[src/rtl/wb_ibex_device_bridge.sv]
// wb_ibex_device_bridge: pipelined Wishbone slave to Ibex-style device request/response bridge
module wb_ibex_device_bridge #(
  parameter int unsigned DataWidth      = 32,
  parameter int unsigned AddressWidth   = 32,
  parameter int unsigned MaxOutstanding = 2
) (
  input  logic                    clk_i,
  input  logic                    rst_ni,
  input  logic                    wb_cyc_i,
  input  logic                    wb_stb_i,
  input  logic                    wb_we_i,
  input  logic [AddressWidth-1:0] wb_addr_i,
  input  logic [DataWidth-1:0]    wb_data_i,
  input  logic [DataWidth/8-1:0]  wb_sel_i,
  output logic                    wb_stall_o,
  output logic                    wb_ack_o,
  output logic [DataWidth-1:0]    wb_data_o,
  output logic                    wb_err_o,
  output logic                    device_req_o,
  output logic [AddressWidth-1:0] device_addr_o,
  output logic                    device_we_o,
  output logic [DataWidth/8-1:0]  device_be_o,
  output logic [DataWidth-1:0]    device_wdata_o,
  input  logic                    device_rvalid_i,
  input  logic [DataWidth-1:0]    device_rdata_i,
  input  logic                    device_err_i
);
  typedef enum logic [1:0] {IDLE, ACTIVE, DRAIN} state_e;
  state_e                  state_q, state_d;
  logic [3:0]              cnt_q, cnt_d;
  logic                    accept, rsp, qual;
  logic                    ack_q, ack_d, err_q, err_d, req_q, req_d, we_q, we_d;
  logic [DataWidth-1:0]    rdata_q, rdata_d, wdata_q, wdata_d;
  logic [AddressWidth-1:0] addr_q, addr_d;
  logic [DataWidth/8-1:0]  be_q, be_d;
  assign wb_stall_o     = (cnt_q == 4'(MaxOutstanding)) | (state_q == DRAIN);
  assign accept         = wb_cyc_i & wb_stb_i & ~wb_stall_o;
  assign rsp            = device_rvalid_i & (cnt_q != 4'd0);
  assign qual           = rsp & (state_q != DRAIN) & wb_cyc_i;
  assign wb_ack_o       = ack_q;
  assign wb_err_o       = err_q;
  assign wb_data_o      = rdata_q;
  assign device_req_o   = req_q;
  assign device_addr_o  = addr_q;
  assign device_we_o    = we_q;
  assign device_be_o    = be_q;
  assign device_wdata_o = wdata_q;
  // Capture request fields on accept, count outstanding, and forward qualified responses
  always_comb begin
    cnt_d   = cnt_q + 4'(accept) - 4'(rsp);
    req_d   = accept;
    addr_d  = accept ? wb_addr_i : addr_q;
    we_d    = accept ? wb_we_i : we_q;
    be_d    = accept ? wb_sel_i : be_q;
    wdata_d = accept ? wb_data_i : wdata_q;
    ack_d   = qual & ~device_err_i;
    err_d   = qual & device_err_i;
    rdata_d = qual ? device_rdata_i : rdata_q;
  end
  // Next state: an aborted cycle drains remaining responses silently before returning to idle
  always_comb begin
    state_d = state_q;
    case (state_q)
      IDLE:    state_d = accept ? ACTIVE : IDLE;
      ACTIVE:  state_d = !wb_cyc_i ? ((cnt_d != 4'd0) ? DRAIN : IDLE) : ((cnt_d == 4'd0) ? IDLE : ACTIVE);
      DRAIN:   state_d = (cnt_d == 4'd0) ? IDLE : DRAIN;
      default: state_d = IDLE;
    endcase
  end
  // State and datapath registers
  always_ff @(posedge clk_i or negedge rst_ni) begin
    if (!rst_ni) begin
      state_q <= IDLE;
      cnt_q   <= '0;
      req_q   <= 1'b0;
      addr_q  <= '0;
      we_q    <= 1'b0;
      be_q    <= '0;
      wdata_q <= '0;
      ack_q   <= 1'b0;
      err_q   <= 1'b0;
      rdata_q <= '0;
    end else begin
      state_q <= state_d;
      cnt_q   <= cnt_d;
      req_q   <= req_d;
      addr_q  <= addr_d;
      we_q    <= we_d;
      be_q    <= be_d;
      wdata_q <= wdata_d;
      ack_q   <= ack_d;
      err_q   <= err_d;
      rdata_q <= rdata_d;
    end
  end
endmodule
[config.mk]
export PLATFORM = sky130hd
export DESIGN_NAME = wb_ibex_device_bridge
export DESIGN_NICKNAME = d
export VERILOG_FILES = /design/src/rtl/wb_ibex_device_bridge.sv
export SDC_FILE = /design/constraint.sdc
export NUM_CORES = 1
export LEC_CHECK = 0
export ABC_AREA = 0
export BUFFER_PORTS_ARGS = -buffer_cell sky130_fd_sc_hd__buf_2
export CORE_ASPECT_RATIO = 1.25
export CORE_MARGIN = 4
export CORE_UTILIZATION = 50
export CTS_CLUSTER_SIZE = 10
export DETAILED_ROUTE_END_ITERATION = 10
export GPL_TIMING_DRIVEN = 0
export PLACE_DENSITY = 0.85
export REMOVE_ABC_BUFFERS = 1
export SLEW_MARGIN = 20
export SYNTH_ARGS = -nofsm -noshare
export SYNTH_HDL_FRONTEND = slang
export SYNTH_SLANG_ARGS = --single-unit
[constraint.sdc]
create_clock -name clk_i -period 6.2 [get_ports clk_i]
set_clock_uncertainty 0.1 [all_clocks]
set_input_delay 1.86 -clock clk_i [delete_from_list [all_inputs] [get_ports clk_i]]
set_output_delay 1.86 -clock clk_i [all_outputs]
set_load 0.03 [all_outputs]
==> impl_metrics.toml, run 1 <==
[sta]
post-route-period-util = 0.717
fin_setup_tns_ns = 0
whs_ns = 0.405
fin_crit_ns = 4.44
setup_viol = 0
hold_viol_final = 0
rsz0062_at_grt = "false"
worst_pin_slew_ns = 0.753
slew_headroom = 0.496
slew_violations = 0
fmax_mhz = 225

[logic_synthesis]
ys_warn_count = 0
ys_seq_area_frac = 0.612
avgSynthCellArea_um2 = 17.6
synth_edf_count = 0
syn-cell-area_um2 = 4500
yosys.area.top_type = "dfrtp_1"
synthCells = 256
ys_ff_latch = 110
synthArstFlopShare = 1.00
synth-main-ff-cell = "dfrtp_1"
synthDistinctLibCells = 27
yosys-top-cells-area = "dfrtp_1 (61%), mux2_4 (22%), mux2_2 (8.5%), buf_6 (1.8%), ha_1 (1.4%)"
synth_top_area_share = 0.612

[route]
routed_wl_mm = 9.78
routedWlPerCell_um = 16.4
drc_errors = 0
drt_pass1_iterations = 4
vias_per_cell = 4.83
dr_total_vias = 2880
antenna_left = 0
drt-initial-drc-count = 72

[clock_tree]
clock_path_buffers = 2
cts_sinks = 110
clk_pin_slew_ns = 0.10
numCtsBuffers = 9
cts_root_buf = "clkbuf_8"
post-cts-setup-buffers = 0
cts_resized = 0
cts.htree.levels = 3
clock_latency_ns = 0.35
cts_hold_buf = 0
tritoncts = "yes"

[finish]
area_delta_synth_final_pct = 31.0
finalNonFillerCells = 596
drive_gt1_frac = 0.704
antenna_cells = 0
final_common_cell = "buf_2"
nets = 584
fillerInstances = 664
layout.cells.most_common_list = "buf_2 (210), dfrtp_1 (110), mux2_4 (67)"

[power]
p_leak_nw = 3.18
p_per_area_nw_per_um2 = 600
p_comb_frac = 0.520
clock_power_share = 0.122
swShare = 0.431
power_switching_mw = 1.52
seqPwrFrac = 0.358
vdd_drop_max_mv = 0.321
intPower_mw = 2.01

[floorplanning]
die_h_um = 114
core_um2 = 8750
die_area_um2 = 10600
start_util = 0.514
die_x_um = 92.9
rows = 38
io_pins = 212

[critical_path]
path_max_fanout = 38
r2r_end = "state_q[0]$_DFF_PN0_"
crit_required_ns = 6.33
worst_setup_path_start_kind = "primary input"
r2r_setup_slack_ns = 2.71
path_class = "primary input to register"
cp-end-kind = "register"
reg2reg_depth = 13
r2r-start = "cnt_q[2]$_DFF_PN0_"
critPathArrivalTime_ns = 4.57

[placed_design]
post-dp-hpwl_mm = 7.50
portBuffers = 211
routabilityCongestion = 0.748
dp_cells = 580

[min_path]
worstHoldPathType = "register to register"
holdPathEnd = "wb_data_o[13]$_DFFE_PN0P_"
hp-start = "wb_data_o[13]$_DFFE_PN0P_"
hold_depth = 1

[grt]
grt_max_degree = 57
antenna_found_initial = 0
overflow = 0
grt_usage = 0.187
grt_pass1_wl_mm = 15.5
grt_pass1_vias = 3136

[job]
drv_cap = 0

[run_status]
outcome = "completed"
[routing by layer]
layer,track usage,wire length (µm),part of all wire,vias up
met1,0.230,3850,0.39,1396
met3,0.0552,851,0.087,15
met2,0.321,4930,0.50,148
met5,0,0,0,-
li1,-,-,-,1321
met4,0.0538,159,0.016,0
[state kept, by name (all words and copies together) (netlist names)]
signal,count
device_wdata_o,32
wb_ack_o,1
device_we_o,1
state_q,2
wb_data_o,32
cnt_q,4
device_be_o,4
device_addr_o,32
device_req_o,1
wb_err_o,1
[power by group through the flow]
| stage | registers [mW] | clock network, mW | logic, mW |
|---|---|---|---|
| after CTS | 1.27 | 0.449 | 1.86 |
| after detailed placement | 1.27 | 0 | 1.86 |
| after floorplan | 1.95 | 0 | 0.632 |
| final | 1.27 | 0.430 | 1.84 |
| after global routing | 1.32 | 0.480 | 1.94 |
| after global placement | 1.26 | 0 | 1.82 |
[Yosys cell counts, types with 2 or more instances]
master and instances:
mux2_2 34, dfrtp_1 110, nand2_1 3, inv_1 6, nand2b_1 2, nor2_1 2, mux2_4 67, buf_6 7
ha_1 5, buf_4 3
[stage by stage]
step	power [mW]	setup slack, ns	util	area, µm²
6_report	3.54	1.76	0.674	5890
5_1_grt	3.74	1.62	0.674	5890
4_1_cts	3.58	1.74	0.674	5890
3_5_place_dp	3.13	1.36	0.650	5690
3_3_place_gp	3.07	0.487	0.641	5610
2_1_floorplan	2.58	0.994	-	4400
[worst max path at each step]
| stage | from | end | slack, ns | depth (start not counted) |
|---|---|---|---|---|
| 6_report | wb_cyc_i | state_q[0]$_DFF_PN0_ | 1.76 | 12 |
| 5_1_grt | wb_cyc_i | state_q[0]$_DFF_PN0_ | 1.62 | 12 |
| 4_1_cts | wb_cyc_i | state_q[0]$_DFF_PN0_ | 1.74 | 12 |
| 3_5_place_dp | wb_cyc_i | state_q[0]$_DFF_PN0_ | 1.36 | 12 |
| 3_3_place_gp | wb_cyc_i | state_q[0]$_DFF_PN0_ | 0.49 | 11 |
| 2_1_floorplan | wb_cyc_i | state_q[0]$_DFF_PN0_ | 0.99 | 10 |
[cell type report]
type / instances / area (µm²) / area share
repair buffers: 214 / 1140 / 0.193
multi-input cells: 130 / 1630 / 0.276
inverters: 6 / 22.5 / 0.00382
flip-flops and latches: 110 / 2750 / 0.467
clock buffers: 10 / 138 / 0.0233
well taps: 120 / 150 / 0.0255
clock inverters: 6 / 67.6 / 0.0115
[worst max-delay path, stage by stage]
cell	delay, ns
buf_2	0.09
and2_2	0.19
nand3_4	0.26
buf_16	0.30
ha_1	0.31
inv_1	0.04
ha_1	0.20
fa_1	0.39
xor2_1	0.18
or3_1	0.34
o311ai_0	0.28
o21ai_0	0.14
[cells by family (layout without fill, tap and decap cells)]
kind of cell | count (synthesis) | after routing | synth area share
AOI/OAI and AO/OA | 6 | 6 | 0.00945
adders and majority gates | 6 | 6 | 0.0183
DFF | 110 | 110 | 0.612
buffers and inverters | 16 | 236 | 0.0275
xor gates and xnor gates | 1 | 1 | 0.00195
muxes | 101 | 101 | 0.309
and+or+nand+nor | 16 | 16 | 0.0225
Note: power is estimated with default switching activity, not from simulation.
==> inputs of run 2 (changes only) <==
--- a/config.mk
+++ b/config.mk
@@ -5,15 +5,15 @@
 export SDC_FILE = /design/constraint.sdc
 export NUM_CORES = 1
 export LEC_CHECK = 0
-export ABC_AREA = 0
+export ABC_AREA = 1
 export BUFFER_PORTS_ARGS = -buffer_cell sky130_fd_sc_hd__buf_2
 export CORE_ASPECT_RATIO = 1.25
 export CORE_MARGIN = 4
-export CORE_UTILIZATION = 50
+export CORE_UTILIZATION = 46
 export CTS_CLUSTER_SIZE = 10
 export DETAILED_ROUTE_END_ITERATION = 10
 export GPL_TIMING_DRIVEN = 0
-export PLACE_DENSITY = 0.85
+export PLACE_DENSITY = 0.8
 export REMOVE_ABC_BUFFERS = 1
 export SLEW_MARGIN = 20
 export SYNTH_ARGS = -nofsm -noshare
==> constraint.sdc (replaced) <==
create_clock -name clk_i -period 4.4 [get_ports clk_i]
set_clock_uncertainty 0.1 [all_clocks]
set_input_delay 1.32 -clock clk_i [delete_from_list [all_inputs] [get_ports clk_i]]
set_output_delay 1.32 -clock clk_i [all_outputs]
set_load 0.03 [all_outputs]
==> run 2 against run 1 <==
  * Total power rose by 39%
  * Synthesized cell count rose by 91%
  * Critical path depth did not move
  * Non-clock buffer count fell by 2
  * Largest power group unchanged
  * Die area rose by 4.7%
  * Critical path type unchanged
  * First-iteration DRC count rose by 140%
  * Core utilization fell by 4.1 points
==> impl_metrics.toml, run 2 <==
[run_status]
outcome = "completed"

[critical_path]
r2r-start = "state_q[1]$_DFF_PN0_"
cp-end-kind = "register"
path_max_fanout = 19
crit_required_ns = 4.54
path_class = "primary input to register"
r2r_end = "state_q[0]$_DFF_PN0_"
r2r_setup_slack_ns = 0.88
worst_setup_path_start_kind = "primary input"
critPathArrivalTime_ns = 4.27
reg2reg_depth = 11

[floorplanning]
die_h_um = 117
rows = 39
io_pins = 212
start_util = 0.474
die_x_um = 95.0
die_area_um2 = 11100
core_um2 = 9170

[sta]
hold_viol_final = 0
slew_violations = 0
setup_viol = 0
whs_ns = 0.369
fmax_mhz = 242
slew_headroom = 0.284
worst_pin_slew_ns = 1.07
fin_crit_ns = 4.13
post-route-period-util = 0.939
rsz0062_at_grt = "false"

[min_path]
worstHoldPathType = "register to register"
hp-start = "wb_data_o[13]$_DFFE_PN0P_"
hold_depth = 2
holdPathEnd = "wb_data_o[13]$_DFFE_PN0P_"

[clock_tree]
clock_path_buffers = 2
cts_resized = 0
cts_sinks = 110
clock_latency_ns = 0.34
cts_root_buf = "clkbuf_16"
cts_hold_buf = 0
cts.htree.levels = 3
post-cts-setup-buffers = 0
numCtsBuffers = 9
clk_pin_slew_ns = 0.07
tritoncts = "yes"

[logic_synthesis]
avgSynthCellArea_um2 = 8.90
synth-main-ff-cell = "dfrtp_1"
synthArstFlopShare = 1.00
synthDistinctLibCells = 17
yosys.area.top_type = "dfrtp_1"
ys_warn_count = 0
synth.most_common_cell = "nand2_1"
yosys-top-cells-area = "dfrtp_1 (63%), nand2_1 (25%), nand3_1 (4.4%), ha_1 (1.4%), buf_4 (1.2%)"
syn-cell-area_um2 = 4350
yosys-top-cells-count = "nand2_1 (284), dfrtp_1 (110), nand3_1 (38), inv_1 (14), clkbuf_1 (11)"
synth_edf_count = 0
ys_ff_latch = 110
synthCells = 489
synth_top_area_share = 0.633
ys_seq_area_frac = 0.633

[route]
drc_errors = 0
routed_wl_mm = 11.8
drt-initial-drc-count = 174
antenna_left = 0
drt_pass1_iterations = 4
routedWlPerCell_um = 14.4
vias_per_cell = 4.85
dr_total_vias = 3979

[placed_design]
portBuffers = 211
routabilityCongestion = 0.753
post-dp-hpwl_mm = 8.06
dp_cells = 801

[finish]
area_delta_synth_final_pct = 33.3
final_common_cell = "nand2_1"
utilization = 0.632
layout.cells.most_common_list = "nand2_1 (284), buf_2 (210), dfrtp_1 (110)"
antenna_cells = 0
drive_gt1_frac = 0.340
finalNonFillerCells = 820
nets = 805

[grt]
grt_pass1_wl_mm = 18.3
grt_usage = 0.215
grt_max_degree = 72
overflow = 0
antenna_found_initial = 0
grt_pass1_vias = 3912

[power]
vdd_drop_max_mv = 0.490
power_mw = 4.91
p_per_area_nw_per_um2 = 847
p_leak_nw = 3.46

[job]
drv_cap = 0
run 2: per-layer routing:
| layer | GRT usage | up-vias | wire length, µm | share of wire |
|---|---|---|---|---|
| li1 | - | 1909 | - | - |
| met1 | 0.265 | 1846 | 4780 | 0.40 |
| met2 | 0.350 | 203 | 5610 | 0.47 |
| met3 | 0.0606 | 21 | 1190 | 0.10 |
| met4 | 0.102 | 0 | 245 | 0.021 |
| met5 | 0 | - | 0 | 0 |
run 2: kinds of logic after synthesis:
logic type | synth area share
buf+inv | 0.0411
compound gates | 0.00949
fa+ha+maj | 0.0190
flops | 0.633
simple gates | 0.298
run 2: through the flow:
stage	instance area [µm²]	setup WS, ns	setup TNS (ns)
after floorplan	4230	-0.430	-0.832
after global placement	5440	-1.42	-69.54
after detailed placement	5490	-0.876	-2.26
after CTS	5790	0.0852	0
after global routing	5800	0.0435	0
final	5800	0.269	0
run 2: cell type report:
| class | count | area [µm²] |
|---|---|---|
| Sequential cell | 110 | 2750 |
| Clock inverter | 7 | 50.0 |
| Tap cell | 123 | 154 |
| Timing Repair Buffer | 212 | 1090 |
| Multi-Input combinational cell | 343 | 1470 |
| Inverter | 16 | 62.6 |
| Clock buffer | 9 | 225 |
| Fill cell | 795 | 3370 |
run 2: critical path: stages:
cell	delay, ns
buf_2	0.12
a21boi_4	0.60
nand3_4	0.41
ha_1	0.42
inv_1	0.04
ha_1	0.22
fa_1	0.47
or2_2	0.31
nor2_1	0.11
nand3_1	0.11
nand3_1	0.08
nand2_1	0.05
run 2: report_power, final:
part,internal [mW],switching (mW)
clock,0.384,0.357
combinational,0.660,1.75
sequential,1.50,0.263
run 2: repair_timing:
item | 4_1_cts | 5_1_grt
endpoints found under the setup margin | 2 | 2
gates cloned | 2 | 1
pin swaps | 1 | 1
run 2: worst max-delay path by stage:
stage | end | cells after the start | from | slack, ns
4_1_cts | state_q[0]$_DFF_PN0_ | 12 | wb_cyc_i | 0.09
3_5_place_dp | state_q[0]$_DFF_PN0_ | 12 | wb_cyc_i | -0.88
5_1_grt | state_q[0]$_DFF_PN0_ | 12 | wb_cyc_i | 0.04
6_report | state_q[0]$_DFF_PN0_ | 12 | wb_cyc_i | 0.27
2_1_floorplan | state_q[0]$_DFF_PN0_ | 11 | wb_cyc_i | -0.43
3_3_place_gp | state_q[0]$_DFF_PN0_ | 12 | wb_cyc_i | -1.42
